==> src/rtl/nf10_axi_lite_regs.sv <==
// AXI4-Lite slave register file: C_NUM_RW read/write registers followed by
// C_NUM_RO read-only registers sampled from user logic.
module nf10_axi_lite_regs #(
    parameter logic [31:0] C_BASEADDR  = 32'h7d400000,
    parameter logic [31:0] C_HIGHADDR  = 32'h7d40ffff,
    parameter int          C_NUM_RW    = 4,
    parameter int          C_NUM_RO    = 4,
    parameter logic [31:0] C_RESET_VAL = 32'h0
) (
    input  logic                    S_AXI_ACLK,
    input  logic                    S_AXI_ARESET,
    input  logic [31:0]             S_AXI_AWADDR,
    input  logic                    S_AXI_AWVALID,
    output logic                    S_AXI_AWREADY,
    input  logic [31:0]             S_AXI_WDATA,
    input  logic [3:0]              S_AXI_WSTRB,
    input  logic                    S_AXI_WVALID,
    output logic                    S_AXI_WREADY,
    output logic [1:0]              S_AXI_BRESP,
    output logic                    S_AXI_BVALID,
    input  logic                    S_AXI_BREADY,
    input  logic [31:0]             S_AXI_ARADDR,
    input  logic                    S_AXI_ARVALID,
    output logic                    S_AXI_ARREADY,
    output logic [31:0]             S_AXI_RDATA,
    output logic [1:0]              S_AXI_RRESP,
    output logic                    S_AXI_RVALID,
    input  logic                    S_AXI_RREADY,
    output logic [32*C_NUM_RW-1:0]  rw_regs,
    output logic [C_NUM_RW-1:0]     wr_pulse,
    input  logic [32*C_NUM_RO-1:0]  ro_regs
);

    localparam logic [31:0] L_NUM_RW = 32'(C_NUM_RW);
    localparam logic [31:0] L_TOTAL  = 32'(C_NUM_RW + C_NUM_RO);

    function automatic logic [31:0] addr_idx(input logic [31:0] addr);
        return (addr - C_BASEADDR) >> 2;
    endfunction

    function automatic logic [1:0] decode_resp(input logic [31:0] addr, input logic is_wr);
        logic [1:0] resp;
        if ((addr < C_BASEADDR) || (addr > C_HIGHADDR)) begin
            resp = 2'b11;
        end else if (addr_idx(addr) >= L_TOTAL) begin
            resp = 2'b10;
        end else if (is_wr && (addr_idx(addr) >= L_NUM_RW)) begin
            resp = 2'b10;
        end else begin
            resp = 2'b00;
        end
        return resp;
    endfunction

    function automatic logic [31:0] merge_bytes(input logic [31:0] old_v,
                                                input logic [31:0] new_v,
                                                input logic [3:0]  strb);
        logic [31:0] res;
        for (int b = 0; b < 4; b++) begin
            res[8*b +: 8] = strb[b] ? new_v[8*b +: 8] : old_v[8*b +: 8];
        end
        return res;
    endfunction

    logic                r_aw_held;
    logic [31:0]         r_aw_addr;
    logic                r_w_held;
    logic [31:0]         r_w_data;
    logic [3:0]          r_w_strb;
    logic                r_bvalid;
    logic [1:0]          r_bresp;
    logic                r_rvalid;
    logic [1:0]          r_rresp;
    logic [31:0]         r_rdata;
    logic [31:0]         r_rw [C_NUM_RW];
    logic [C_NUM_RW-1:0] r_wr_pulse;

    logic        w_aw_hs;
    logic        w_w_hs;
    logic        w_ar_hs;
    logic        w_commit;
    logic [31:0] w_wr_addr;
    logic [31:0] w_wr_data;
    logic [3:0]  w_wr_strb;
    logic [31:0] w_wr_idx;
    logic [1:0]  w_wr_resp;
    logic [31:0] w_rd_idx;
    logic [1:0]  w_rd_resp;
    logic [31:0] w_rd_val;

    assign S_AXI_AWREADY = !S_AXI_ARESET && !r_aw_held && !r_bvalid;
    assign S_AXI_WREADY  = !S_AXI_ARESET && !r_w_held && !r_bvalid;
    assign S_AXI_ARREADY = !S_AXI_ARESET && !r_rvalid;

    assign w_aw_hs = S_AXI_AWVALID && S_AXI_AWREADY;
    assign w_w_hs  = S_AXI_WVALID && S_AXI_WREADY;
    assign w_ar_hs = S_AXI_ARVALID && S_AXI_ARREADY;

    // A held beat takes priority; otherwise the beat handshaking this cycle is used.
    assign w_wr_addr = r_aw_held ? r_aw_addr : S_AXI_AWADDR;
    assign w_wr_data = r_w_held ? r_w_data : S_AXI_WDATA;
    assign w_wr_strb = r_w_held ? r_w_strb : S_AXI_WSTRB;
    assign w_commit  = (r_aw_held || w_aw_hs) && (r_w_held || w_w_hs) && !r_bvalid;
    assign w_wr_idx  = addr_idx(w_wr_addr);
    assign w_wr_resp = decode_resp(w_wr_addr, 1'b1);

    assign w_rd_idx  = addr_idx(S_AXI_ARADDR);
    assign w_rd_resp = decode_resp(S_AXI_ARADDR, 1'b0);

    // Read data mux over RW registers and RO inputs
    always_comb begin
        w_rd_val = 32'h0;
        for (int i = 0; i < C_NUM_RW; i++) begin
            w_rd_val = (w_rd_idx == 32'(i)) ? r_rw[i] : w_rd_val;
        end
        for (int j = 0; j < C_NUM_RO; j++) begin
            w_rd_val = (w_rd_idx == 32'(C_NUM_RW + j)) ? ro_regs[32*j +: 32] : w_rd_val;
        end
    end

    // Write channel: beat holding, commit, register update and response
    always_ff @(posedge S_AXI_ACLK) begin
        if (S_AXI_ARESET) begin
            r_aw_held  <= 1'b0;
            r_aw_addr  <= 32'h0;
            r_w_held   <= 1'b0;
            r_w_data   <= 32'h0;
            r_w_strb   <= 4'h0;
            r_bvalid   <= 1'b0;
            r_bresp    <= 2'b00;
            r_wr_pulse <= '0;
            for (int i = 0; i < C_NUM_RW; i++) begin
                r_rw[i] <= C_RESET_VAL;
            end
        end else begin
            if (w_commit) begin
                r_aw_held <= 1'b0;
                r_w_held  <= 1'b0;
                r_bvalid  <= 1'b1;
                r_bresp   <= w_wr_resp;
            end else begin
                if (w_aw_hs) begin
                    r_aw_held <= 1'b1;
                    r_aw_addr <= S_AXI_AWADDR;
                end else begin
                    r_aw_held <= r_aw_held;
                end
                if (w_w_hs) begin
                    r_w_held <= 1'b1;
                    r_w_data <= S_AXI_WDATA;
                    r_w_strb <= S_AXI_WSTRB;
                end else begin
                    r_w_held <= r_w_held;
                end
                if (r_bvalid && S_AXI_BREADY) begin
                    r_bvalid <= 1'b0;
                end else begin
                    r_bvalid <= r_bvalid;
                end
            end
            for (int i = 0; i < C_NUM_RW; i++) begin
                if (w_commit && (w_wr_resp == 2'b00) && (w_wr_idx == 32'(i))) begin
                    r_rw[i]       <= merge_bytes(r_rw[i], w_wr_data, w_wr_strb);
                    r_wr_pulse[i] <= 1'b1;
                end else begin
                    r_wr_pulse[i] <= 1'b0;
                end
            end
        end
    end

    // Read channel: capture on AR handshake, hold until RREADY
    always_ff @(posedge S_AXI_ACLK) begin
        if (S_AXI_ARESET) begin
            r_rvalid <= 1'b0;
            r_rresp  <= 2'b00;
            r_rdata  <= 32'h0;
        end else if (w_ar_hs) begin
            r_rvalid <= 1'b1;
            r_rresp  <= w_rd_resp;
            r_rdata  <= (w_rd_resp == 2'b00) ? w_rd_val : 32'h0;
        end else if (r_rvalid && S_AXI_RREADY) begin
            r_rvalid <= 1'b0;
        end else begin
            r_rvalid <= r_rvalid;
        end
    end

    for (genvar g = 0; g < C_NUM_RW; g++) begin : g_rw_out
        assign rw_regs[32*g +: 32] = r_rw[g];
    end

    assign wr_pulse     = r_wr_pulse;
    assign S_AXI_BVALID = r_bvalid;
    assign S_AXI_BRESP  = r_bresp;
    assign S_AXI_RVALID = r_rvalid;
    assign S_AXI_RRESP  = r_rresp;
    assign S_AXI_RDATA  = r_rdata;

endmodule

==> config.mk <==
export PLATFORM = sky130hd
export DESIGN_NAME = nf10_axi_lite_regs
export DESIGN_NICKNAME = d
export VERILOG_FILES = /design/src/rtl/nf10_axi_lite_regs.sv
export SDC_FILE = /design/constraint.sdc
export NUM_CORES = 1
export LEC_CHECK = 0
export CORE_MARGIN = 8
export CORE_UTILIZATION = 45
export DETAILED_ROUTE_END_ITERATION = 10
export PLACE_DENSITY = 0.92
export SYNTH_ARGS = -nofsm -noshare
export SYNTH_HDL_FRONTEND = slang
export SYNTH_SLANG_ARGS = --single-unit
==> constraint.sdc <==
create_clock -name S_AXI_ACLK -period 2.4 [get_ports S_AXI_ACLK]
set_clock_uncertainty 0.15 [all_clocks]
set_input_delay 0.36 -clock S_AXI_ACLK [delete_from_list [all_inputs] [get_ports S_AXI_ACLK]]
set_output_delay 0.36 -clock S_AXI_ACLK [all_outputs]
set_load 0.02 [all_outputs]
==> run metrics, run 1 <==
die area 29900 µm²; post-synthesis cell type count 44; total grt overflow 0; peak supply drop 0.418 mV; commonest non-fill, non-tap cell in the layout clkdlybuf4s50_1; nets 1732; H-tree levels 1; final period utilization 98.6%; gp weighted congestion 0.952; clk slew on worst S/H paths 0.06 ns; WHS Path Cells 3; Post-Syn Nets 1321; Worst R2R Start r_aw_held; starting density of the core 45.7%; Site Rows 57; mapped cell area 11100 µm²; CTS Buf Count 26; Comb power frac 16.7%; drt wl/cell 24.3 µm; Cell Pwr Density 603 nW/µm²; P_sw 2.62 mW; worst r2r dst r_rw[1][10]; Clk pwr share 38.5%; number of global-route vias before repair 10600; vias 10800; clock root buffer clkbuf_16; ys async rst share 0%; hold_sp S_AXI_ARESET; sw frac 25.9%; commonest non-fill, non-tap cells in the layout clkdlybuf4s50_1 (398), nor2_1 (199), edfxtp_1 (128), nand2_1 (115), dfxtp_1 (108); Critical Path Start Type flip-flop; Yosys reg bits 238; Post-synth EDFFs 128; clk sink count 238; Seq pwr share 44.8%; # setup viols final 0; sequential cell area 6050 µm²; aggregate global-route resource usage 28.3%; Slew @ Worst Pin 0.727 ns; crit path DAT 2.60 ns; clock latency at the later pin of the worst-skew pair 0.54 ns; Initial DRC Count 1108; Fmax achieved 423 MHz; half-perimeter wire length after placement 34500 µm; fraction of the yosys area taken by sequential cells 54.6%; Die H 173 µm; global-route wire length before repair 65900 µm; Leakage 6.28 nW; IO Pins 408; hold slack 0.0810 ns; Routed Antenna Nets 0; fraction of layout cells with a size suffix above 1 11.9%; internal power 7.48 mW; core footprint 24200 µm²; Remaining DRCs 0; synth-to-layout area growth 51.2%; top cells by area, synth edfxtp_1 (35%), dfxtp_1 (20%), mux2i_1 (8.5%); cell taking the most area after synthesis edfxtp_1; critical path class flip-flop to flip-flop; Die W 173 µm; Fin. Hold Viols 0; Fillers 1729; r2r setup slk 0.03 ns; max_cap viols 0; max_slew headroom 51.0%; Syn Area/Cell 10.2 µm²; Ys Warns 0; CP Capture Type flip-flop; 1st-pass router iterations 6; pin count of the biggest net entering global routing 60; top cell type's share of synthesized area 34.7%; Worst R2R Path Depth 8; area taken by multi-input logic gates 4750 µm²; Final min period 2.37 ns; Cells after Synth 1086; Primary FF master, synth edfxtp_1; Via density 5.84; Bufs on Longest Clock Path 3; dpl cells 1789; status finished clean; Hold Path Sink S_AXI_BVALID; CTS tree built; CP Data Required Time 2.64 ns; initial antenna violation count 7; # port buffers 403; fin. max-slew vios 0; final wirelength 44900 µm; Worst Hold Class input port to flip-flop; Non-Filler Instances 1844; critical path fanouts, max 13
[how the worst max path moves through the flow]
stage                                start             to  slack (ns)  depth (start not counted)
after global placement    S_AXI_AWADDR[26]    r_rw[1][16]       -0.26                          7
final                            r_aw_held    r_rw[1][10]        0.03                          8
after floorplan                  r_aw_held  r_aw_addr[10]        0.17                          6
after detailed placement  S_AXI_AWADDR[26]     r_rw[1][2]       -0.38                          7
after CTS                        r_aw_held     r_rw[1][2]       0.005                          7
after global routing          S_AXI_BVALID   S_AXI_WREADY       -0.04                          2
[repair_timing]
action,4_1_cts,5_1_grt
gates cloned,0,1
endpoints found under the hold margin,9,0
hold buffers,1,0
resized for setup,3,15
setup buffers,1,1
endpoints found under the setup margin,36,256
pin swaps,2,4
[critical path, stage by stage (launching register included)]
cell	delay (ns)
dfxtp_2	0.34
buf_6	0.15
nor4bb_4	0.29
nand3_2	0.18
a2111oi_4	0.44
nand4_1	0.15
buf_4	0.20
clkbuf_4	0.19
nor2_1	0.12
[cells by family (layout without fill, tap and decap cells)]
| logic type | after synthesis | count (layout) | synth area share [%] |
|---|---|---|---|
| AOI/OAI and AO/OA | 237 | 237 | 14.7 |
| buffers and inverters | 90 | 521 | 3.25 |
| muxes | 133 | 133 | 12.5 |
| other | 0 | 3 | 0 |
| DFF | 238 | 238 | 54.6 |
| and+or+nand+nor | 388 | 388 | 15.0 |
[cell usage after synthesis (all sizes together), types with 15 or more instances]
cell       n
nor2b     15
mux2      39
edfxtp   128
buf       26
a31o      17
a2bb2oi   23
nand2    115
clkbuf    56
o221ai    24
dfxtp    110
nor2     202
o31ai     23
mux2i     94
o21ai     36
a21oi     63
[metrics by stage]
| step | setup slack [ns] | power, mW | util [%] | setup TNS [ns] | instance area [µm²] |
|---|---|---|---|---|---|
| final | 0.0346 | 10.1 | 69.0 | 0 | 16700 |
| after global routing | -0.0369 | 10.4 | 69.0 | -0.286 | 16700 |
| after CTS | 0.00533 | 10.1 | 68.7 | 0 | 16700 |
| after detailed placement | -0.378 | 6.25 | 65.1 | -70.70 | 15800 |
| after global placement | -0.256 | 6.21 | 65.1 | -56.32 | 15800 |
| after floorplan | 0.168 | 5.32 | - | 0 | 11100 |
[registers in the layout, indices dropped and copies added, names as in the netlist, 2 cells and up]
| register | flops |
|---|---|
| r_aw_addr | 30 |
| wr_pulse | 4 |
| r_w_strb | 4 |
| S_AXI_RDATA | 32 |
| r_rw | 128 |
| S_AXI_RRESP | 2 |
| r_w_data | 32 |
| S_AXI_BRESP | 2 |
[power by group through the flow]
stage,Clock [mW],Sequential (mW),Combinational (mW)
floorplan,0,4.67,0.652
global placement,0,4.60,1.61
CTS,3.93,4.52,1.66
global route,4.11,4.53,1.78
finish,3.89,4.52,1.68
detailed placement,0,4.60,1.65
[area by class of cell]
type | count | share of cell area (%)
antenna | 3 | 0.0449
clock inverter | 18 | 1.02
timing repair buffer | 465 | 27.8
tap | 324 | 2.42
clock buffer | 30 | 3.98
multi-input combinational | 758 | 28.4
sequential | 238 | 36.1
inverter | 8 | 0.179
[routing by layer]
layer  GRT usage (%)  part of all wire (%)  routed length [µm]  up-vias
met1            32.5                    36               16300     5131
li1                -                     -                   -     4788
met2            48.6                    49               21900      702
met3            7.04                   9.5                4240      139
met5               0                  0.12                  54        -
met4            14.4                   5.3                2380        8
(Power assumes the default switching activity.)
==> run 2, diff against run 1 <==
SKIP_LAST_GASP = 1   (was unset)
==> results of run 2 <==
No change in the layout: final DEF, timing and power equal those of run 1.
==> run 3, diff against run 2 <==
CORE_UTILIZATION = 49   (was 45)
DONT_BUFFER_PORTS = 1   (was unset)
PLACE_DENSITY = 0.75   (was 0.92)
==> run 3 against run 2 <==
Worst hold slack worse by 0.073 ns. Sequential cell count did not move. Via count decreased by 9.1%. Critical path depth shrank 2. Total power is 2.6% lower. Critical path type unchanged. Largest cell class unchanged. Largest power group unchanged.
==> run metrics, run 3 (synthesis results as in run 1) <==
status finished clean (unchanged); vias 9791 (was 10800); CP Data Required Time 2.67 ns (was 2.64 ns); clk sink count 238 (unchanged); Fillers 1666 (was 1729); die area 27700 µm² (was 29900 µm²); max_cap viols 0 (unchanged); setup TNS 0 ns (unchanged); fraction of layout cells with a size suffix above 1 13.1% (was 11.9%); Leakage 5.27 nW (was 6.28 nW); gp weighted congestion 0.908 (was 0.952); worst r2r dst S_AXI_RDATA[7] (was r_rw[1][10]); H-tree levels 1 (unchanged); final period utilization 98.3% (was 98.6%); CP Capture Type flip-flop (unchanged); crit path DAT 2.63 ns (was 2.60 ns); pin count of the biggest net entering global routing 84 (was 60); Critical Path Start Type flip-flop (unchanged); sequential cell area 6050 µm² (unchanged); area taken by multi-input logic gates 4880 µm² (was 4750 µm²); Routed Antenna Nets 0 (unchanged); number of global-route vias before repair 9364 (was 10600); nets 1437 (was 1732); total grt overflow 0 (unchanged); Fin. Hold Viols 0 (unchanged); CTS tree built (unchanged); peak supply drop 0.537 mV (was 0.418 mV); drt wl/cell 28.4 µm (was 24.3 µm); clk slew on worst S/H paths 0.07 ns (was 0.06 ns); pre-CTS setup slack 0.0119 ns (was -0.378 ns); Final min period 2.36 ns (was 2.37 ns); Initial DRC Count 1299 (was 1108); commonest non-fill, non-tap cell in the layout nor2_1 (was clkdlybuf4s50_1); synth-to-layout area growth 25.4% (was 51.2%); r2r setup slk 0.04 ns (was 0.03 ns); commonest non-fill, non-tap cells in the layout nor2_1 (202), edfxtp_1 (128), dlygate4sd3_1 (127), nand2_1 (115), dfxtp_1 (108) (was clkdlybuf4s50_1 (398), nor2_1 (199), edfxtp_1 (128), nand2_1 (115), dfxtp_1 (108)); Cell Pwr Density 708 nW/µm² (was 603 nW/µm²); aggregate global-route resource usage 28.8% (was 28.3%); RSZ-0062 raised after global routing false; critical path class flip-flop to flip-flop (unchanged); WHS Path Cells 1 (was 3); clock root buffer clkbuf_16 (unchanged); # setup viols final 0 (unchanged); core footprint 22400 µm² (was 24200 µm²); Site Rows 55 (was 57); Via density 6.49 (was 5.84); Hold Path Sink r_rw[0][16] (was S_AXI_BVALID); Bufs on Longest Clock Path 3 (unchanged); hold_sp S_AXI_ARESET (unchanged); half-perimeter wire length after placement 28600 µm (was 34500 µm); Worst R2R Path Depth 6 (was 8); Die W 166 µm (was 173 µm); PnR worst setup slack 0.0415 ns (was 0.0346 ns); max_slew headroom 41.5% (was 51.0%); IO Pins 408 (unchanged); # port buffers 0 (was 403); initial antenna violation count 2 (was 7); Die H 166 µm (was 173 µm); Largest Register r_rw (unchanged); final wirelength 42800 µm (was 44900 µm); Remaining DRCs 0 (unchanged); critical path fanouts, max 2 (was 13); 1st-pass router iterations 7 (was 6); Worst R2R Start r_rw[2][7] (was r_aw_held); CTS Buf Count 26 (unchanged); clock latency at the later pin of the worst-skew pair 0.52 ns (was 0.54 ns); Slew @ Worst Pin 0.875 ns (was 0.727 ns); starting density of the core 49.4% (was 45.7%); global-route wire length before repair 61700 µm (was 65900 µm); max FFs per register 128 (unchanged); fin. max-slew vios 0 (unchanged); Fmax achieved 424 MHz (was 423 MHz); Worst Hold Class input port to flip-flop (unchanged)
run 3: cell count changes in the layout (fill, tap and decap cells not counted), sizes merged:
| cell | change |
|---|---|
| clkinv | -4 |
| clkinvlp | +3 |
| dlygate4sd2 | -1 |
| dlygate4sd3 | +126 |
| bufinv | +1 |
| clkdlybuf4s50 | -398 |
| inv | +2 |
| clkbuf | -3 |
| diode | -2 |
| buf | -21 |
run 3: through the flow:
step	hold WS (ns)	instance area, µm²	instances	total power [mW]	utilization (%)
after CTS	0.00138	13600	1503	9.75	60.8
after global placement	0.282	11500	1330	5.53	51.3
after floorplan	0.283	11100	1086	5.32	-
after detailed placement	0.290	11500	1330	5.56	51.3
final	0.00793	13900	1508	9.83	61.9
after global routing	0.00225	13900	1508	10.1	61.9
run 3: timing repair:
action,CTS,global route
setup endpoints to repair,0,266
hold buffers,125,3
resized for setup,0,35
buffers inserted,0,1
endpoints found under the hold margin,111,71
run 3: worst max-delay path by stage:
stage | end | slack [ns] | start | cells after the start
after floorplan | r_aw_addr[10] | 0.17 | r_aw_held | 6
after global placement | r_rw[2][10] | 0.07 | S_AXI_AWADDR[20] | 6
after detailed placement | r_rw[2][30] | 0.01 | r_aw_held | 6
after CTS | r_rw[0][22] | 0.01 | r_aw_held | 6
after global routing | r_rw[1][8] | 0.003 | r_aw_held | 7
final | S_AXI_RDATA[7] | 0.04 | r_rw[2][7] | 6
run 3: area by class of cell:
cell class / count / area share, %
repair buffers: 170 / 12.2
flip-flops and latches: 238 / 43.6
diodes: 1 / 0.0180
clock buffers: 28 / 4.89
inverters: 8 / 0.216
clock inverters: 20 / 1.42
well taps: 285 / 2.57
multi-input cells: 758 / 35.2
run 3: power breakdown:
| group | internal [mW] | switching, mW | leakage (nW) | total (mW) |
|---|---|---|---|---|
| sequential | 4.42 | 0.227 | 2.21 | 4.65 |
| clock | 2.39 | 1.73 | 0.414 | 4.12 |
| combinational | 0.486 | 0.585 | 2.65 | 1.07 |
| total | 7.29 | 2.54 | 5.27 | 9.83 |
run 3: per-layer routing:
metal / GRT usage [%] / wire length [µm] / up-vias
li1: - / - / 4200
met1: 34.1 / 15200 / 4709
met2: 48.4 / 20500 / 728
met3: 7.56 / 4660 / 152
met4: 13.1 / 2420 / 2
met5: 0 / 13 / -
run 3: critical path: stages (launching register included):
cell and delay (ns):
edfxtp_1 0.54, mux2_2 0.32, o221ai_1 0.15, o21ai_0 0.19, a21oi_1 0.25, o31ai_1 0.10, dlygate4sd3_1 0.56
